==> config.mk <==
export PLATFORM = sky130hd
export DESIGN_NAME = shift_sub_divider
export DESIGN_NICKNAME = d
export VERILOG_FILES = /design/src/rtl/shift_sub_divider.sv
export SDC_FILE = /design/constraint.sdc
export NUM_CORES = 1
export LEC_CHECK = 0
export ABC_AREA = 1
export BUFFER_PORTS_ARGS = -buffer_cell sky130_fd_sc_hd__buf_4
export CORE_ASPECT_RATIO = 0.8
export CORE_UTILIZATION = 55
export DETAILED_ROUTE_END_ITERATION = 10
export PLACE_DENSITY = 0.81
export SLEW_MARGIN = 0
export SYNTH_ARGS = -nofsm -noshare
export SYNTH_HDL_FRONTEND = slang
export SYNTH_SLANG_ARGS = --single-unit
==> constraint.sdc <==
create_clock -name clk -period 2.8 [get_ports clk]
set_input_delay 0.14 -clock clk [delete_from_list [all_inputs] [get_ports clk]]
set_output_delay 0.14 -clock clk [all_outputs]
set_load 0.005 [all_outputs]
==> src/rtl/shift_sub_divider.sv <==
// ---------------------------------------------------------------------------
// shift_sub_divider
//   Multi-cycle unsigned restoring (shift-and-subtract) divider. Produces one
//   quotient bit per clock, so a division takes WIDTH cycles from the accept
//   edge to the result. No hard divider or DSP resources are used.
//
//   Handshake: a request is accepted on a rising edge where start=1 and the
//   unit is idle (ready=1). The result is presented with a one-cycle out_valid
//   pulse. quotient/remainder/div_by_zero hold their values until the next
//   result. A zero divisor is answered on the accept edge itself with
//   quotient=all-ones, remainder=dividend and div_by_zero=1.
//
// Parameters
//   WIDTH        operand/result width in bits (>= 2)
//
// Ports
//   clk          rising-edge clock
//   rst          asynchronous, active-high reset
//   start        request, accepted only while ready=1
//   dividend     unsigned dividend, sampled on the accept edge
//   divisor      unsigned divisor, sampled on the accept edge
//   ready        1 while idle; a new start is accepted
//   out_valid    one-cycle pulse marking a new result
//   quotient     floor(dividend / divisor), held until the next result
//   remainder    dividend mod divisor, held until the next result
//   div_by_zero  1 when the last result had divisor == 0
// ---------------------------------------------------------------------------
module shift_sub_divider #(
  parameter int unsigned WIDTH = 16
) (
  input  logic             clk,
  input  logic             rst,
  input  logic             start,
  input  logic [WIDTH-1:0] dividend,
  input  logic [WIDTH-1:0] divisor,
  output logic             ready,
  output logic             out_valid,
  output logic [WIDTH-1:0] quotient,
  output logic [WIDTH-1:0] remainder,
  output logic             div_by_zero
);

  localparam int unsigned CntW = (WIDTH > 2) ? $clog2(WIDTH) : 1;
  localparam logic [CntW-1:0] CntLast = CntW'(WIDTH - 1);

  typedef enum logic [0:0] {
    StIdle,
    StBusy
  } state_e;

  state_e state_q, state_d;

  // Working registers: dq shifts the dividend out of its MSB while quotient
  // bits shift in at the LSB. The partial remainder is always < divisor, so
  // it is stored in WIDTH bits; the compare/subtract below is WIDTH+1 bits.
  logic [WIDTH-1:0] dq_q, dq_d;
  logic [WIDTH-1:0] dv_q, dv_d;
  logic [WIDTH-1:0] pr_q, pr_d;
  logic [CntW-1:0]  cnt_q, cnt_d;

  logic [WIDTH-1:0] quotient_d;
  logic [WIDTH-1:0] remainder_d;
  logic             div_by_zero_d;
  logic             out_valid_d;

  // One restoring iteration.
  logic [WIDTH:0]   trial;
  logic [WIDTH:0]   dv_ext;
  logic             qbit;
  logic [WIDTH-1:0] pr_next;
  logic [WIDTH-1:0] dq_next;

  always_comb begin
    trial   = {pr_q, dq_q[WIDTH-1]};
    dv_ext  = {1'b0, dv_q};
    qbit    = (trial >= dv_ext);
    pr_next = WIDTH'(qbit ? (trial - dv_ext) : trial);
    dq_next = {dq_q[WIDTH-2:0], qbit};
  end

  // State and datapath registers.
  always_ff @(posedge clk or posedge rst) begin
    if (rst) begin
      state_q     <= StIdle;
      dq_q        <= '0;
      dv_q        <= '0;
      pr_q        <= '0;
      cnt_q       <= '0;
      quotient    <= '0;
      remainder   <= '0;
      div_by_zero <= 1'b0;
      out_valid   <= 1'b0;
    end else begin
      state_q     <= state_d;
      dq_q        <= dq_d;
      dv_q        <= dv_d;
      pr_q        <= pr_d;
      cnt_q       <= cnt_d;
      quotient    <= quotient_d;
      remainder   <= remainder_d;
      div_by_zero <= div_by_zero_d;
      out_valid   <= out_valid_d;
    end
  end

  // Next-state logic.
  always_comb begin
    state_d       = state_q;
    dq_d          = dq_q;
    dv_d          = dv_q;
    pr_d          = pr_q;
    cnt_d         = cnt_q;
    quotient_d    = quotient;
    remainder_d   = remainder;
    div_by_zero_d = div_by_zero;
    out_valid_d   = 1'b0;

    unique case (state_q)
      StIdle: begin
        if (start) begin
          dq_d  = dividend;
          dv_d  = divisor;
          pr_d  = '0;
          cnt_d = '0;
          if (divisor == '0) begin
            // Answered immediately; the unit never leaves idle.
            quotient_d    = '1;
            remainder_d   = dividend;
            div_by_zero_d = 1'b1;
            out_valid_d   = 1'b1;
          end else begin
            state_d = StBusy;
          end
        end
      end
      StBusy: begin
        // start is ignored here; operands were captured on the accept edge.
        pr_d  = pr_next;
        dq_d  = dq_next;
        cnt_d = cnt_q + 1'b1;
        if (cnt_q == CntLast) begin
          quotient_d    = dq_next;
          remainder_d   = pr_next;
          div_by_zero_d = 1'b0;
          out_valid_d   = 1'b1;
          state_d       = StIdle;
        end
      end
      default: state_d = StIdle;
    endcase
  end

  // Outputs decoded from state.
  always_comb begin
    ready = (state_q == StIdle);
  end

endmodule

==> results by group, run 1 <==
Status
  – Status: complete, no violations

Critical path
  – Critical Path AT: 2.49 ns
  – Worst path cell trace: ha_1, nand2_1, nor2_2, and2_2, nand2_2, nor2_4, nor2_8, nand2_8, nand3_1, nand3_1, nand2_1, inv_1
  – Crit-path max FO: 18
  – Worst flop-to-flop path startpoint: pr_q[4]
  – CP startpoint: pr_q[4]
  – Crit path kind: flip-flop to flip-flop
  – Slowest Stage Delay on Critical Path: 0.42 ns
  – Worst path required time: 3.05 ns
  – Crit path launch type: flip-flop
  – Buf/Inv on CP: 1
  – Setup crit end kind: flip-flop
  – Top delay family on crit path: simple AND/OR/NAND/NOR gates
  – Slowest CP cell: dfrtp_1

Routing
  – DR vias: 4,559
  – DRT Pass-1 Iters: 5
  – Detail Route Antenna Nets: 0
  – Routed vias/inst: 5.499
  – Final wirelength: 12,680 um
  – DRC viols: 0
  – 1st-iter DRT viols: 235
  – Routed WL per cell: 15.29 um

Global routing
  – Maximum number of pins on one net before global-route repair: 61
  – Congestion Overflow GR: 0
  – Initial antenna violation count: 0
  – GRT Overall Usage: 28.73%
  – Vias in the first global route: 4,325
  – First-pass GRT wire length: 20,710 um

Placed design
  – Placed cell area: 5609 um^2
  – Pre-CTS WS: 0.6188 ns
  – IO Port Bufs: 69
  – Post-DP HPWL: 9396 um
  – Global placement routability congestion: 1.010

Synthesis
  – Total number of yosys warnings: 0
  – EDFF count, synth: 0
  – Register area share after synthesis: 43.10%
  – Flops & latches, synth: 87
  – Syn_nets: 707
  – Netlist cell types: 35
  – Share of Yosys cell area claimed by the top area cell type: 43.10%
  – Mean Syn Cell Area: 7.723 um^2
  – Mapped Area: 5051 um^2
  – Post-Syn Instances: 654
  – Async SR Flop Fraction: 100.0%
  – Top cells by count, synth: nand2_1, dfrtp_1, inv_1
  – Primary FF master, synth: dfrtp_1
  – Top cells by area, synth: dfrtp_1, nand2_1, inv_1, nand3_1, ha_1
  – Count leader, synth: nand2_1
  – Leading area contributor after synthesis: dfrtp_1

STA
  – Final slew viol count: 0
  – Fin Clk Skew: 0.009740 ns
  – Setup slack after layout: 0.5624 ns
  – Setup TNS: 0 ns
  – Post-route clock period utilization: 79.91%
  – RSZ-0062 raised after global routing: false
  – Period minus WS final: 2.238 ns
  – Worst hold slack: 0.007885 ns
  – Highest clock rate: 446.9 MHz
  – Final setup fails: 0
  – Least-Margin Pin Slew: 0.9136 ns
  – Max_slew headroom: 38.87%
  – Final Hold Fails: 0

Die
  – Die X: 109.1 um
  – Initial core utilization: 58.00%
  – Boundary Pins: 70
  – Row cnt: 30
  – Area of the core: 8708 um^2
  – Die area: 9574 um^2
  – Die Span Y: 87.72 um

Pwr
  – Sw Pwr: 3.984 mW
  – Power Internal: 4.461 mW
  – Register share of total power: 26.6%
  – Worst VDD drop: 0.7156 mV
  – Sw frac: 47.18%
  – Comb pwr share: 58.6%
  – Pwr per Cell Area: 1426 nW/um^2
  – Clock network power share: 14.9%
  – Leakage: 3.012 nW

CTS
  – Post-cts sizing count: 0
  – Clock slew at reported path FFs: 0.07 ns
  – Cts bufs inserted: 9
  – Max clock buf depth: 2
  – CTS tree: done
  – Clk sinks: 87
  – Clock Latency Late Sink: 0.35 ns
  – Root Driver: clkbuf_16
  – CTS H-tree lvls: 3

Hold path
  – Worst Hold Launch: divisor[4]
  – HP Class: primary input to flip-flop

Finish
  – N_diodes: 0
  – Synth-to-layout area growth: 17.24%
  – Final Cell Area: 5922 um^2
  – Layout cell share with drive strength beyond 1: 19.94%
  – Number of fill cells in the layout: 698
  – Fin nets: 765

Job
  – Maxcap violations: 0
==> kinds of logic (layout without fill, tap and decap cells) <==
kind of cell               Yosys count  in the layout  synth area share [%]
AOI/OAI and AO/OA                   93             93                 9.760
xor gates and xnor gates             7              7                 1.214
adders and majority gates           18             18                 4.607
buffers and inverters              115            178                 9.487
DFF                                 87             87                 43.10
and+or+nand+nor                    334            334                 31.83
==> final timing paths <==
| kind | depth (start not counted) | end | slack [ns] |
|---|---|---|---|
| min in group asynchronous | 3 | out_valid | 0.45 |
| worst max register to register | 12 | remainder[9] | 0.56 |
| worst min register to register | 2 | quotient[12] | 0.48 |
| max in group asynchronous | 4 | pr_q[15] | 1.65 |
| worst max-delay path | 12 | remainder[9] | 0.56 |
| worst min-delay path | 3 | dv_q[4] | 0.008 |
==> metrics by stage <==
stage	utilization [%]	total power, mW	std cells
after floorplan	-	5.900	654
after detailed placement	64.41	7.124	812
after CTS	68.00	8.428	829
after global routing	68.00	9.168	829
final	68.00	8.445	829
after global placement	64.41	6.966	812
==> area by class of cell <==
class	instances	area (um^2)	share of cell area, %
clock buffers	9	225.2	3.803
multi-input cells	452	2395	40.44
well taps	112	140.1	2.366
inverters	87	327.8	5.536
repair buffers	75	578.1	9.761
clock inverters	7	77.57	1.310
flip-flops and latches	87	2178	36.78
==> flip-flops by register name (all words and copies together) (netlist names) <==
register,flops
dq_q,16
dv_q,16
pr_q,16
quotient,16
remainder,16
cnt_q,4
div_by_zero,1
out_valid,1
state_q,1
==> layout by cell type, fill, tap and decap left out, drive strengths merged, types with 17 or more instances in the layout <==
| cell | instances |
|---|---|
| a21oi | 37 |
| buf | 74 |
| dfrtp | 87 |
| ha | 17 |
| inv | 89 |
| nand2 | 182 |
| nand3 | 66 |
| nand4 | 20 |
| nor2 | 45 |
| o21ai | 42 |
| or2 | 17 |
==> layer usage <==
metal	track usage [%]	vias to the layer above	share of wire, %
li1	-	2216	-
met1	38.49	2183	45
met2	47.00	147	47
met3	6.250	13	6.4
met4	8.477	0	1.3
met5	0	-	0
==> power groups by stage <==
stage	Combinational (mW)	Sequential [mW]	Clock (mW)
floorplan	3.72	2.18	0
global placement	4.73	2.24	0
detailed placement	4.87	2.25	0
CTS	4.93	2.24	1.26
global route	5.55	2.31	1.31
finish	4.94	2.25	1.25
==> worst register-to-register path: cells and delay by family, from the launching register on <==
family | cells | cell delay, ns
adder cells (fa/ha/maj) | 1 | 0.35
buffers and inverters | 1 | 0.04
flip-flops | 1 | 0.42
AND/OR/NAND/NOR | 10 | 1.33
==> repair_timing <==
item | CTS | global route
endpoints found under the hold margin | 40 | 0
hold buffers | 1 | 0
setup buffers | 0 | 0
No activity file was read; power rests on OpenSTA's default activity.
==> inputs of run 2 (changes only) <==
--- a/config.mk
+++ b/config.mk
@@ -5,12 +5,12 @@
 export SDC_FILE = /design/constraint.sdc
 export NUM_CORES = 1
 export LEC_CHECK = 0
-export ABC_AREA = 1
+export ABC_AREA = 0
 export BUFFER_PORTS_ARGS = -buffer_cell sky130_fd_sc_hd__buf_4
 export CORE_ASPECT_RATIO = 0.8
 export CORE_UTILIZATION = 55
 export DETAILED_ROUTE_END_ITERATION = 10
-export PLACE_DENSITY = 0.81
+export PLACE_DENSITY = 0.82
 export SLEW_MARGIN = 0
 export SYNTH_ARGS = -nofsm -noshare
 export SYNTH_HDL_FRONTEND = slang
==> constraint.sdc (replaced) <==
create_clock -name clk -period 2.3 [get_ports clk]
set_input_delay 0.115 -clock clk [delete_from_list [all_inputs] [get_ports clk]]
set_output_delay 0.115 -clock clk [all_outputs]
set_load 0.005 [all_outputs]
==> results by group, run 2 <==
Die
  – Die Span Y: 83.67 um
  – Initial core utilization: 57.19%
  – Area of the core: 8019 um^2
  – Die X: 104.1 um
  – Die area: 8709 um^2
  – Row cnt: 29
  – Boundary Pins: 70

Global routing
  – First-pass GRT wire length: 25,330 um
  – Vias in the first global route: 4,791
  – Congestion Overflow GR: 0
  – GRT Overall Usage: 38.02%
  – Maximum number of pins on one net before global-route repair: 88
  – Initial antenna violation count: 0

Synthesis
  – Register area share after synthesis: 47.48%
  – Mean Syn Cell Area: 9.455 um^2
  – Share of Yosys cell area claimed by the top area cell type: 47.48%
  – Async SR Flop Fraction: 100.0%
  – EDFF count, synth: 0
  – Top cells by area, synth: dfrtp_1, a21oi_1, mux2i_1, ha_1, nor2_1
  – Flops & latches, synth: 87
  – Primary FF master, synth: dfrtp_1
  – Post-Syn Instances: 485
  – Count leader, synth: dfrtp_1
  – Syn_nets: 538
  – Mapped Area: 4586 um^2
  – Netlist cell types: 56
  – Top cells by count, synth: dfrtp_1, a21oi_1, nor2_1
  – Leading area contributor after synthesis: dfrtp_1
  – Total number of yosys warnings: 0

Placed design
  – Post-DP HPWL: 8815 um
  – IO Port Bufs: 69
  – Cells after DPL: 701
  – Global placement routability congestion: 0.8515

Finish
  – N_diodes: 0
  – Fin nets: 702
  – Commonest non-fill, non-tap cells in the layout: buf_4, dfrtp_1, nor2_1
  – Synth-to-layout area growth: 49.82%
  – Finished Layout Cells: 762
  – Post-layout util: 85.68%
  – Layout cell share with drive strength beyond 1: 40.67%
  – Most common cell after layout, fill and taps aside: buf_4
  – Number of fill cells in the layout: 357

Critical path
  – Setup crit end kind: flip-flop
  – Crit path kind: flip-flop to flip-flop
  – CP startpoint: dq_q[15]
  – Crit path launch type: flip-flop
  – Setup crit end: pr_q[8]
  – Worst flop-to-flop path startpoint: dq_q[15]
  – Reg2Reg Setup Slack: -0.61 ns
  – R2r worst-path depth: 11
  – Crit-path max FO: 3
  – Worst path required time: 2.60 ns
  – Capture point of the worst reg-to-reg path: pr_q[8]
  – Critical Path AT: 3.22 ns

STA
  – Post-route clock period utilization: 126.6%
  – Final setup fails: 33
  – Period minus WS final: 2.912 ns
  – Least-Margin Pin Slew: 0.7134 ns
  – Setup slack after layout: -0.6122 ns
  – Max_slew headroom: 52.44%
  – Final slew viol count: 0
  – Highest clock rate: 343.4 MHz
  – Final Hold Fails: 0
  – RSZ-0062 raised after global routing: true
  – Fin Clk Skew: 0.01482 ns

CTS
  – CTS H-tree lvls: 3
  – Max clock buf depth: 2
  – Clock slew at reported path FFs: 0.11 ns
  – Clk sinks: 87
  – Root Driver: clkbuf_8
  – CTS tree: done
  – Cts bufs inserted: 9
  – Clock Latency Late Sink: 0.38 ns

Routing
  – 1st-iter DRT viols: 700
  – DR vias: 5,106
  – Final wirelength: 18,850 um
  – DRT Pass-1 Iters: 7
  – Routed WL per cell: 24.73 um
  – Detail Route Antenna Nets: 0
  – DRC viols: 0
  – Routed vias/inst: 6.701

Status
  – Failing checks: negative setup slack
  – Status: complete, but fails checks

Hold path
  – HP Class: primary input to flip-flop
  – Hold Path Stages: 3

Job
  – Maxcap violations: 0
==> run 2: cell types whose count changed after synthesis, moves of 19 or more <==
cell and change:
a21oi_1 +19, inv_1 -59, mux2i_1 +28, nand2_1 -137, nand3_1 -42
==> run 2: layout make-up <==
cell class | instances | area, um^2 | share of cell area (%)
clock buffer | 9 | 123.9 | 1.803
clock inverter | 7 | 61.31 | 0.8924
inverter | 25 | 97.59 | 1.421
multi-input combinational | 345 | 2784 | 40.52
sequential | 87 | 2180 | 31.72
tap | 108 | 135.1 | 1.967
timing repair buffer | 181 | 1489 | 21.67
==> run 2: critical path: stages (launching register included) <==
cell and delay (ns):
dfrtp_1 0.41, inv_2 0.10, ha_4 0.14, inv_2 0.04, fa_2 0.36, a21o_1 0.22
a221oi_4 0.38, buf_4 0.20, o21ai_2 0.06, xor2_1 0.59, mux2i_4 0.15, o22ai_2 0.19
==> run 2: metrics by stage <==
stage	setup slack (ns)	setup TNS [ns]	instance area, um^2	hold slack, ns
finish	-0.6122	-11.55	6870	0.01397
global route	-0.6995	-13.85	6870	0.02736
CTS	-0.2819	-5.755	6584	0.02549
detailed placement	-0.3426	-7.612	5791	0.2965
global placement	-0.3228	-7.272	5791	0.2832
floorplan	-0.1033	-0.6339	4718	0.2318
==> run 2: logic make-up (layout without fill, tap and decap cells) <==
group                    count (synthesis)  after routing  synth area share (%)
buffers and inverters                   53            222                 4.856
adder cells (fa/ha/maj)                 18             18                 5.075
flip-flops                              87             87                 47.48
AO/OA/AOI/OAI                          154            154                 20.79
XOR/XNOR                                11             11                 2.101
AND/OR/NAND/NOR                        133            133                 13.34
multiplexers                            29             29                 6.357
==> run 2: metal layers <==
layer	part of all wire, %	track usage (%)	vias to the layer above	wire length, um
met5	0	0	-	0
met4	8.8	22.60	0	1658
met3	11	7.963	164	2131
met2	45	62.61	480	8520
met1	35	46.38	2406	6534
li1	-	-	2056	-
==> run 2: worst min path at each step <==
stage / startpoint / end / slack (ns)
after detailed placement: rst / dq_q[5] / 0.30
final: dividend[6] / remainder[6] / 0.01
after global placement: rst / quotient[2] / 0.28
after CTS: dividend[3] / remainder[3] / 0.03
after floorplan: divisor[10] / dv_q[10] / 0.23
after global routing: dividend[8] / remainder[8] / 0.03
==> run 2: what timing repair did <==
item / CTS / global route
endpoints found under the setup margin: 34 / 37
cloned: 1 / 0
resized for setup: 66 / 39
pin swaps: 20 / 21
setup buffers: 17 / 14
hold buffers: 16 / 0
hold endpoints to repair: 102 / 0
Power of run 2 is left out: the tool's default activity adds up to more than one toggle a clock period on the data nets, which glitch-free logic cannot reach.
